## src/rtl/ps2_host_fifo.sv

```systemverilog
// PS/2 host controller with receive FIFO, start/parity/stop checking, per-bit watchdog and valid/ready TX.
// Optional input glitch filter: define PS2_HOST_GLITCH_FILTER_EN.
module ps2_host_fifo #(
  parameter int unsigned INHIBIT_CYCLES = 8191,
  parameter int unsigned RX_DEPTH       = 8,
  parameter int unsigned TIMEOUT_CYCLES = 65535
) (
  input  logic                      clk,
  input  logic                      rst,
  input  logic                      ps2_clk_d,
  input  logic                      ps2_data_d,
  output logic                      ps2_clk_q,
  output logic                      ps2_data_q,
  input  logic [7:0]                tx_data,
  input  logic                      tx_valid,
  output logic                      tx_ready,
  output logic                      tx_done,
  output logic                      tx_err,
  output logic [7:0]                rx_data,
  output logic                      rx_valid,
  input  logic                      rx_rd,
  output logic [$clog2(RX_DEPTH):0] rx_count,
  output logic                      rx_err,
  output logic                      rx_overflow
);

  localparam int unsigned PTR_W   = $clog2(RX_DEPTH);
  localparam int unsigned CNT_W   = PTR_W + 1;
  localparam int unsigned TMR_MAX = (INHIBIT_CYCLES > TIMEOUT_CYCLES) ? INHIBIT_CYCLES : TIMEOUT_CYCLES;
  localparam int unsigned TMR_W   = $clog2(TMR_MAX + 1);
  localparam logic [TMR_W-1:0] INHIBIT_LOAD = TMR_W'(INHIBIT_CYCLES - 1);
  localparam logic [TMR_W-1:0] WD_LOAD      = TMR_W'(TIMEOUT_CYCLES - 1);

  typedef enum logic [2:0] {IDLE, RX, TX_INHIBIT, TX_REQ, TX_ACK} state_e;

  // Pad synchronisers and falling-edge detector.
  logic [1:0] clk_sync_q, clk_sync_d, data_sync_q, data_sync_d;
  logic       clk_prev_q, clk_prev_d;
  logic       clk_s, data_s, fe;

  assign clk_sync_d  = {clk_sync_q[0], ps2_clk_d};
  assign data_sync_d = {data_sync_q[0], ps2_data_d};

`ifdef PS2_HOST_GLITCH_FILTER_EN
  // A filtered line follows its synchronised input only after 8 consecutive differing samples.
  logic       clk_filt_q, clk_filt_d, data_filt_q, data_filt_d;
  logic [2:0] clk_run_q, clk_run_d, data_run_q, data_run_d;

  always_comb begin
    clk_filt_d  = clk_filt_q;
    clk_run_d   = '0;
    data_filt_d = data_filt_q;
    data_run_d  = '0;
    if (clk_sync_q[1] != clk_filt_q) begin
      if (clk_run_q == 3'd7) clk_filt_d = clk_sync_q[1];
      else                   clk_run_d  = clk_run_q + 3'd1;
    end
    if (data_sync_q[1] != data_filt_q) begin
      if (data_run_q == 3'd7) data_filt_d = data_sync_q[1];
      else                    data_run_d  = data_run_q + 3'd1;
    end
  end

  always_ff @(posedge clk) begin
    if (rst) begin
      clk_filt_q  <= 1'b1;
      data_filt_q <= 1'b1;
      clk_run_q   <= '0;
      data_run_q  <= '0;
    end else begin
      clk_filt_q  <= clk_filt_d;
      data_filt_q <= data_filt_d;
      clk_run_q   <= clk_run_d;
      data_run_q  <= data_run_d;
    end
  end

  assign clk_s  = clk_filt_q;
  assign data_s = data_filt_q;
`else
  assign clk_s  = clk_sync_q[1];
  assign data_s = data_sync_q[1];
`endif

  assign clk_prev_d = clk_s;
  assign fe         = clk_prev_q & ~clk_s;

  // Frame FSM state.
  state_e           state_q, state_d;
  logic [3:0]       bit_cnt_q, bit_cnt_d;
  logic [10:0]      shift_q, shift_d;
  logic [7:0]       tx_byte_q, tx_byte_d;
  logic [TMR_W-1:0] tmr_q, tmr_d;
  logic             clk_drv_q, clk_drv_d, data_drv_q, data_drv_d;
  logic             tx_ready_q, tx_ready_d;
  logic             tx_done_q, tx_done_d, tx_err_q, tx_err_d;
  logic             rx_err_q, rx_err_d, rx_ovf_q, rx_ovf_d;
  logic             frame_ok, tmr_zero, tx_fire;
  logic [9:0]       tx_frame;

  assign tx_fire  = tx_valid & tx_ready_q;
  assign tmr_zero = (tmr_q == '0);
  // Host frame after the start bit: d0..d7, odd parity, stop (stop = released line).
  assign tx_frame = {1'b1, ~^tx_byte_q, tx_byte_q};

  always_comb begin
    // NOTE: every combinational output gets a default before the case, so no path can infer a latch.
    state_d    = state_q;
    bit_cnt_d  = bit_cnt_q;
    shift_d    = shift_q;
    tx_byte_d  = tx_byte_q;
    tmr_d      = tmr_q;
    clk_drv_d  = 1'b0;
    data_drv_d = 1'b0;
    tx_done_d  = 1'b0;
    tx_err_d   = 1'b0;
    rx_err_d   = 1'b0;
    frame_ok   = 1'b0;
    unique case (state_q)
      IDLE: begin
        // A TX handshake wins over a simultaneous start-bit edge.
        if (tx_fire) begin
          state_d   = TX_INHIBIT;
          tx_byte_d = tx_data;
          tmr_d     = INHIBIT_LOAD;
          clk_drv_d = 1'b1;
        end else if (fe && !data_s) begin
          state_d   = RX;
          bit_cnt_d = 4'd1;
          shift_d   = {data_s, shift_q[10:1]};
          tmr_d     = WD_LOAD;
        end
      end
      RX: begin
        if (fe) begin
          shift_d   = {data_s, shift_q[10:1]};
          bit_cnt_d = bit_cnt_q + 4'd1;
          tmr_d     = WD_LOAD;
          if (bit_cnt_q == 4'd10) begin
            state_d = IDLE;
            if (!shift_d[0] && (^shift_d[9:1]) && shift_d[10]) frame_ok = 1'b1;
            else                                               rx_err_d = 1'b1;
          end
        end else if (tmr_zero) begin
          state_d  = IDLE;
          rx_err_d = 1'b1;
        end else begin
          tmr_d = tmr_q - TMR_W'(1);
        end
      end
      TX_INHIBIT: begin
        if (tmr_zero) begin
          state_d    = TX_REQ;
          data_drv_d = 1'b1;
          bit_cnt_d  = 4'd0;
          tmr_d      = WD_LOAD;
        end else begin
          clk_drv_d = 1'b1;
          tmr_d     = tmr_q - TMR_W'(1);
        end
      end
      TX_REQ: begin
        data_drv_d = data_drv_q;
        if (fe) begin
          data_drv_d = ~tx_frame[bit_cnt_q];
          bit_cnt_d  = bit_cnt_q + 4'd1;
          tmr_d      = WD_LOAD;
          if (bit_cnt_q == 4'd9) state_d = TX_ACK;
        end else if (tmr_zero) begin
          state_d    = IDLE;
          tx_err_d   = 1'b1;
          data_drv_d = 1'b0;
        end else begin
          tmr_d = tmr_q - TMR_W'(1);
        end
      end
      TX_ACK: begin
        if (fe) begin
          state_d = IDLE;
          if (!data_s) tx_done_d = 1'b1;
          else         tx_err_d  = 1'b1;
        end else if (tmr_zero) begin
          state_d  = IDLE;
          tx_err_d = 1'b1;
        end else begin
          tmr_d = tmr_q - TMR_W'(1);
        end
      end
      default: state_d = IDLE;
    endcase
    tx_ready_d = (state_d == IDLE);
  end

  // Receive FIFO: first-word fall-through; a pop in the same cycle frees a slot for a push when full.
  logic [7:0]       fifo_mem_q [RX_DEPTH];
  logic [PTR_W-1:0] wr_ptr_q, wr_ptr_d, rd_ptr_q, rd_ptr_d;
  logic [CNT_W-1:0] count_q, count_d;
  logic             fifo_full, fifo_empty, fifo_pop, fifo_push;

  assign fifo_full  = (count_q == CNT_W'(RX_DEPTH));
  assign fifo_empty = (count_q == '0);
  assign fifo_pop   = rx_rd & ~fifo_empty;
  assign fifo_push  = frame_ok & (~fifo_full | fifo_pop);
  assign rx_ovf_d   = frame_ok & fifo_full & ~fifo_pop;
  assign wr_ptr_d   = wr_ptr_q + PTR_W'(fifo_push);
  assign rd_ptr_d   = rd_ptr_q + PTR_W'(fifo_pop);
  assign count_d    = count_q + CNT_W'(fifo_push) - CNT_W'(fifo_pop);

  // NOTE: the storage array is deliberately not reset; pointers and count define validity.
  always_ff @(posedge clk) begin
    if (fifo_push) fifo_mem_q[wr_ptr_q] <= shift_d[8:1];
  end

  // NOTE: all state updates use non-blocking assignments so every flop samples pre-edge values.
  always_ff @(posedge clk) begin
    if (rst) begin
      clk_sync_q  <= 2'b11;
      data_sync_q <= 2'b11;
      clk_prev_q  <= 1'b1;
      state_q     <= IDLE;
      bit_cnt_q   <= '0;
      shift_q     <= '0;
      tx_byte_q   <= '0;
      tmr_q       <= '0;
      clk_drv_q   <= 1'b0;
      data_drv_q  <= 1'b0;
      tx_ready_q  <= 1'b0;
      tx_done_q   <= 1'b0;
      tx_err_q    <= 1'b0;
      rx_err_q    <= 1'b0;
      rx_ovf_q    <= 1'b0;
      wr_ptr_q    <= '0;
      rd_ptr_q    <= '0;
      count_q     <= '0;
    end else begin
      clk_sync_q  <= clk_sync_d;
      data_sync_q <= data_sync_d;
      clk_prev_q  <= clk_prev_d;
      state_q     <= state_d;
      bit_cnt_q   <= bit_cnt_d;
      shift_q     <= shift_d;
      tx_byte_q   <= tx_byte_d;
      tmr_q       <= tmr_d;
      clk_drv_q   <= clk_drv_d;
      data_drv_q  <= data_drv_d;
      tx_ready_q  <= tx_ready_d;
      tx_done_q   <= tx_done_d;
      tx_err_q    <= tx_err_d;
      rx_err_q    <= rx_err_d;
      rx_ovf_q    <= rx_ovf_d;
      wr_ptr_q    <= wr_ptr_d;
      rd_ptr_q    <= rd_ptr_d;
      count_q     <= count_d;
    end
  end

  assign ps2_clk_q   = clk_drv_q;
  assign ps2_data_q  = data_drv_q;
  assign tx_ready    = tx_ready_q;
  assign tx_done     = tx_done_q;
  assign tx_err      = tx_err_q;
  assign rx_err      = rx_err_q;
  assign rx_overflow = rx_ovf_q;
  assign rx_valid    = ~fifo_empty;
  assign rx_count    = count_q;
  assign rx_data     = fifo_empty ? 8'h00 : fifo_mem_q[rd_ptr_q];

endmodule
```

## config.mk

```make
export PLATFORM = sky130hd
export DESIGN_NAME = ps2_host_fifo
export DESIGN_NICKNAME = d
export VERILOG_FILES = /design/src/rtl/ps2_host_fifo.sv
export SDC_FILE = /design/constraint.sdc
export NUM_CORES = 1
export LEC_CHECK = 0
export CAP_MARGIN = 20
export CORE_UTILIZATION = 45
export CTS_BUF_LIST = sky130_fd_sc_hd__clkbuf_4
export DETAILED_ROUTE_END_ITERATION = 10
export HOLD_SLACK_MARGIN = 0.06
export SYNTH_ARGS = -nofsm -noshare
export SYNTH_HDL_FRONTEND = slang
export SYNTH_SLANG_ARGS = --single-unit
```

## constraint.sdc

```tcl
create_clock -name clk -period 6.5 [get_ports clk]
set_clock_uncertainty 0.2 [all_clocks]
set_input_delay 0.975 -clock clk [delete_from_list [all_inputs] [get_ports clk]]
set_output_delay 0.975 -clock clk [all_outputs]
set_load 0.05 [all_outputs]
```

# After elaboration in Yosys (flattened, before gate mapping)
# Memory sizes are Yosys's and may differ from the RTL's. A register that Yosys moved wholly into a read port is not among the register bits.
# Index checks and enable logic that the tools add are counted.
dict set report totals {
  register_bits 64
  latch_bits 0
  ram_bits 64
  mem_bits_ro 0
  in_bits 14
  out_inout_bits 20
  memories 1
}
dict set report op_classes {
  add_sub_neg 6
  n_mul 0
  n_div 0
  magnitude_cmp 1
  eq_ne 15
  shifts 0
  n_mux 51
  bitwise_logic 15
  reduce_logical 21
}
# name words width rd rd_clocked_by_memory_dff wr line_no
set mem_list {}
lappend mem_list {fifo_mem_q 8 8 1 1 1 195} ;# logic [7:0] fifo_mem_q [RX_DEPTH];
# op n
set ops {}
lappend ops {{16-bit 2-to-1 mux} 6}
lappend ops {{16-bit case mux with 4 select lines} 1}
lappend ops {{11-bit 2-to-1 mux} 3}
lappend ops {{3-bit 2-to-1 mux} 10}
lappend ops {{11-bit case mux with 2 select lines} 1}
lappend ops {{1-bit 2-to-1 mux} 19}
lappend ops {{16-bit logical NOT} 1}
lappend ops {{4-bit 2-to-1 mux} 4}
lappend ops {{16-bit by 1-bit subtractor with 16-bit output (second input constant)} 1}
lappend ops {{3-bit case mux with 5 select lines} 1}
lappend ops {{4-bit == test (second input constant)} 3}
lappend ops {{4-bit case mux with 3 select lines} 1}
lappend ops {{2-bit != test (second input constant)} 5}
lappend ops {{9-bit parity} 1}
lappend ops {{8-bit 2-to-1 mux} 1}
lappend ops {{1-bit NOT} 8}
lappend ops {{8-bit XNOR reduction} 1}
lappend ops {{3-bit by 1-bit adder with 3-bit output} 2}
lappend ops {{1-bit bitwise AND} 6}
lappend ops {{3-bit by 2-bit == test with 1-bit output (second input constant)} 2}
lappend ops {{3-bit logical NOT} 2}
lappend ops {{3-bit != test (second input constant)} 2}
lappend ops {{1-bit case mux with 2 select lines} 3}
lappend ops {{4-bit by 5-bit < comparator with 1-bit output (second input constant)} 1}
lappend ops {{20 further kinds} 24}

# Depth between registers and ports, before layout
dict set report depth {
  ltp_word 10
  mapped_depth 12
}

# Worst setup path after synthesis
# Ideal clock, no wire load.
dict set report synth_timing {
  path_type {register to output}
  from {reg, netlist name rd_ptr_q[0]}
  to {out rx_data[5]}
  arrival_time_ns 2.023
  required_ns 5.325
  setup_slack_ns 3.302
  path_stages_with_launch 6
  cell_sequence {dfxtp_1 -> clkbuf_1 -> buf_2 -> mux4_2 -> mux2i_1 -> nor2_1}
}
# element line_no
set synth_lines {}
lappend synth_lines {{to (decl)} 19} ;# output logic [7:0] rx_data,

==> impl_metrics.yaml <==
min_path:
  hold_class: "reg -> reg"
floorplan:
  die_y_um: 117
  die_area_sq_mm: 0.0136
  core_area_sq_mm: 0.0127
  ios: 34
  rows: 41
  die_w_um: 117
  initial_core_util_pct: 46.5
power_and_ir_drop:
  combPwrFrac_pct: 29.6
  swShare_pct: 32.9
  p_per_area_mw_per_mm2: 325
  power.switching_mw: 0.726
  p_clk_share_pct: 27.7
  ir_drop_v: 0.000123
  p_leak_nw: 2.32
  p_int_mw: 1.48
  seqPwrFrac_pct: 42.7
synthesis:
  synth_area_leaders: "edfxtp_1 (32%), dfxtp_1 (21%), mux4_2 (6.8%)"
  ys_ff_latch: 127
  synth_fp_nets: 540
  netlist_instances: 509
  postSynthAreaPerCell_sq_um: 11.6
  synth.most_common_cell: "edfxtp_1"
  synth_warnings: 0
  synth.top_cells.by_count: "edfxtp_1 (64), dfxtp_1 (63), nor2_1 (46)"
  synthArstFlopShare_pct: 0
  yosysTopAreaCell: "edfxtp_1"
  synth_cell_types: 63
  synth_edf_count: 64
  syn-cell-area_sq_mm: 0.00592
  synth_top_area_share_pct: 32.5
  synthFlopType: "edfxtp_1"
  yosysSeqAreaShare_pct: 53.8
final_layout:
  nNetsFinal: 578
  diodes: 0
  nFillCells: 1185
  area_growth_pct: 14.7
  drive_above_1_share_pct: 14.3
  final_cells: 732
setup_path:
  crit_type: "reg -> out"
  critPathCaptureType: "output pin"
  cp.required_ps: 5320
  path_max_fanout: 11
  arrival_ps: 2900
  start_kind: "register"
timing:
  hold_viol: 0
  maxSlewHeadroom_pct: 27.4
  fin_setup_tns_ps: 0
  fmax_mhz: 245
  rsz0062_at_grt: "false"
  fin_crit_sh_pct: 62.7
  tightest_slew_ps: 1090
  setup_viol: 0
  finalCriticalPeriod_ps: 4070
  slew_viol_final: 0
clock_tree:
  clock-sinks: 127
  root_buffer: "clkbuf_4"
  cts_resized: 0
  postCtsSetupRepairBufs: 0
  hold_buffers: 0
  cts_max_path_buffers: 2
  clk-insertion-delay-late_ps: 530
  cts_buffers: 17
  clk_pin_slew_worst_paths_ps: 110
  htree_levels: 4
  cts_tree: "done"
grt:
  grt_pass1_vias: 3884
  grt_max_degree: 57
  grt_first_pass_wirelength_mm: 19.5
  grt_use_total_pct: 19.4
  grt-ovfl-total: 0
  antenna_found_initial: 0
drt:
  remaining_drc_errors: 0
  drtIter0Drc: 220
  wl_per_cell_um: 16.2
  drt_pre_antenna_iters: 5
  routed_wirelength_mm: 11.8
  vias: 3943
  via_per_inst: 5.39
  detail-route-antenna-nets: 0
status:
  status: "completed"
placement:
  post-place-cells: 698
  dpl.hpwl_mm: 8.08
  place_congestion: 0.802
  io_buffers: 33
run:
  cap_viol_max_count: 0
## worst max-delay path, cell delays in order, from the launching register on
cell and delay [ps]:
dfxtp_1 680, buf_16 220, mux4_2 500, mux2i_1 180, nor2_1 60, clkdlybuf4s50_1 720
## sequential cells by signal, summed over array words and instances, names as in the netlist, 2 cells and up
| register | flops |
|---|---|
| state_q | 3 |
| wr_ptr_q | 3 |
| bit_cnt_q | 4 |
| tx_byte_q | 8 |
| data_sync_q | 2 |
| tmr_q | 16 |
| clk_sync_q | 2 |
| rd_ptr_q | 3 |
| fifo_mem_q | 64 |
| rx_count | 4 |
| shift_q | 10 |
## worst paths after layout
path | startpoint | endpoint | slack (ps) | depth (start not counted)
worst max-delay path | rd_ptr_q[0] | rx_data[1] | 2430 | 5
worst min-delay path | data_sync_q[0] | data_sync_q[1] | 230 | 1
worst max register to register | clk_prev_q | rx_count[2] | 2890 | 11
worst min register to register | data_sync_q[0] | data_sync_q[1] | 230 | 1
## stage by stage
stage | util, % | hold WS, ps | total power [mW] | cell area [sq um] | setup WS (ps)
final | 53.4 | 231 | 2.21 | 6790 | 2430
after global placement | 50.5 | 204 | 1.59 | 6420 | 2640
after detailed placement | 50.7 | 206 | 1.62 | 6450 | 2650
after floorplan | - | 189 | 1.43 | 5920 | 3300
after CTS | 53.2 | 241 | 2.24 | 6770 | 2310
after global routing | 53.4 | 269 | 2.33 | 6790 | 2230
## cell families after synthesis
group           after synthesis  synth area share [%]
mux                          36                  9.93
compound gates               93                  10.7
fa+ha+maj                    17                  3.72
flops                       127                  53.8
simple gates                172                  15.8
buf+inv                      45                  3.02
xor+xnor                     19                  3.04
## power groups by stage
stage	sequential [mW]	combinational (mW)	clock (mW)
global placement	0.975	0.616	0
floorplan	0.968	0.466	0
detailed placement	0.963	0.659	0
global route	0.954	0.707	0.669
finish	0.942	0.653	0.612
CTS	0.945	0.661	0.633
## final cells by class
class                      count  area [sq um]  area share, %
multi-input combinational    337          2570           37.8
clock inverter                15           199           2.93
sequential                   127          3180           46.9
tap                          172           215           3.17
timing repair buffer          42           413           6.08
inverter                      22          82.6           1.22
clock buffer                  17           128           1.88
## metal layers
layer	GRT usage [%]	wire (um)
met2	33.2	5960
met4	7.59	147
met5	0	0
met1	23.5	5330
met3	4.77	403
## layout by cell type (no fill, tap or decap), types with 6 or more instances in the layout
cell	n
xnor2_1	15
nor4_1	9
nor3_1	12
ha_1	16
clkdlybuf4s50_1	32
nor2b_1	19
a21o_1	6
a211oi_1	8
buf_4	8
o21ai_0	17
or2_2	6
edfxtp_1	64
dfxtp_1	63
a21oi_1	19
nor2_1	46
mux4_2	18
clkbuf_4	17
mux2i_1	16
nand3_1	6
nand2_1	33
inv_1	21
o21ai_1	6
Note: power is estimated with default switching activity, not from simulation.
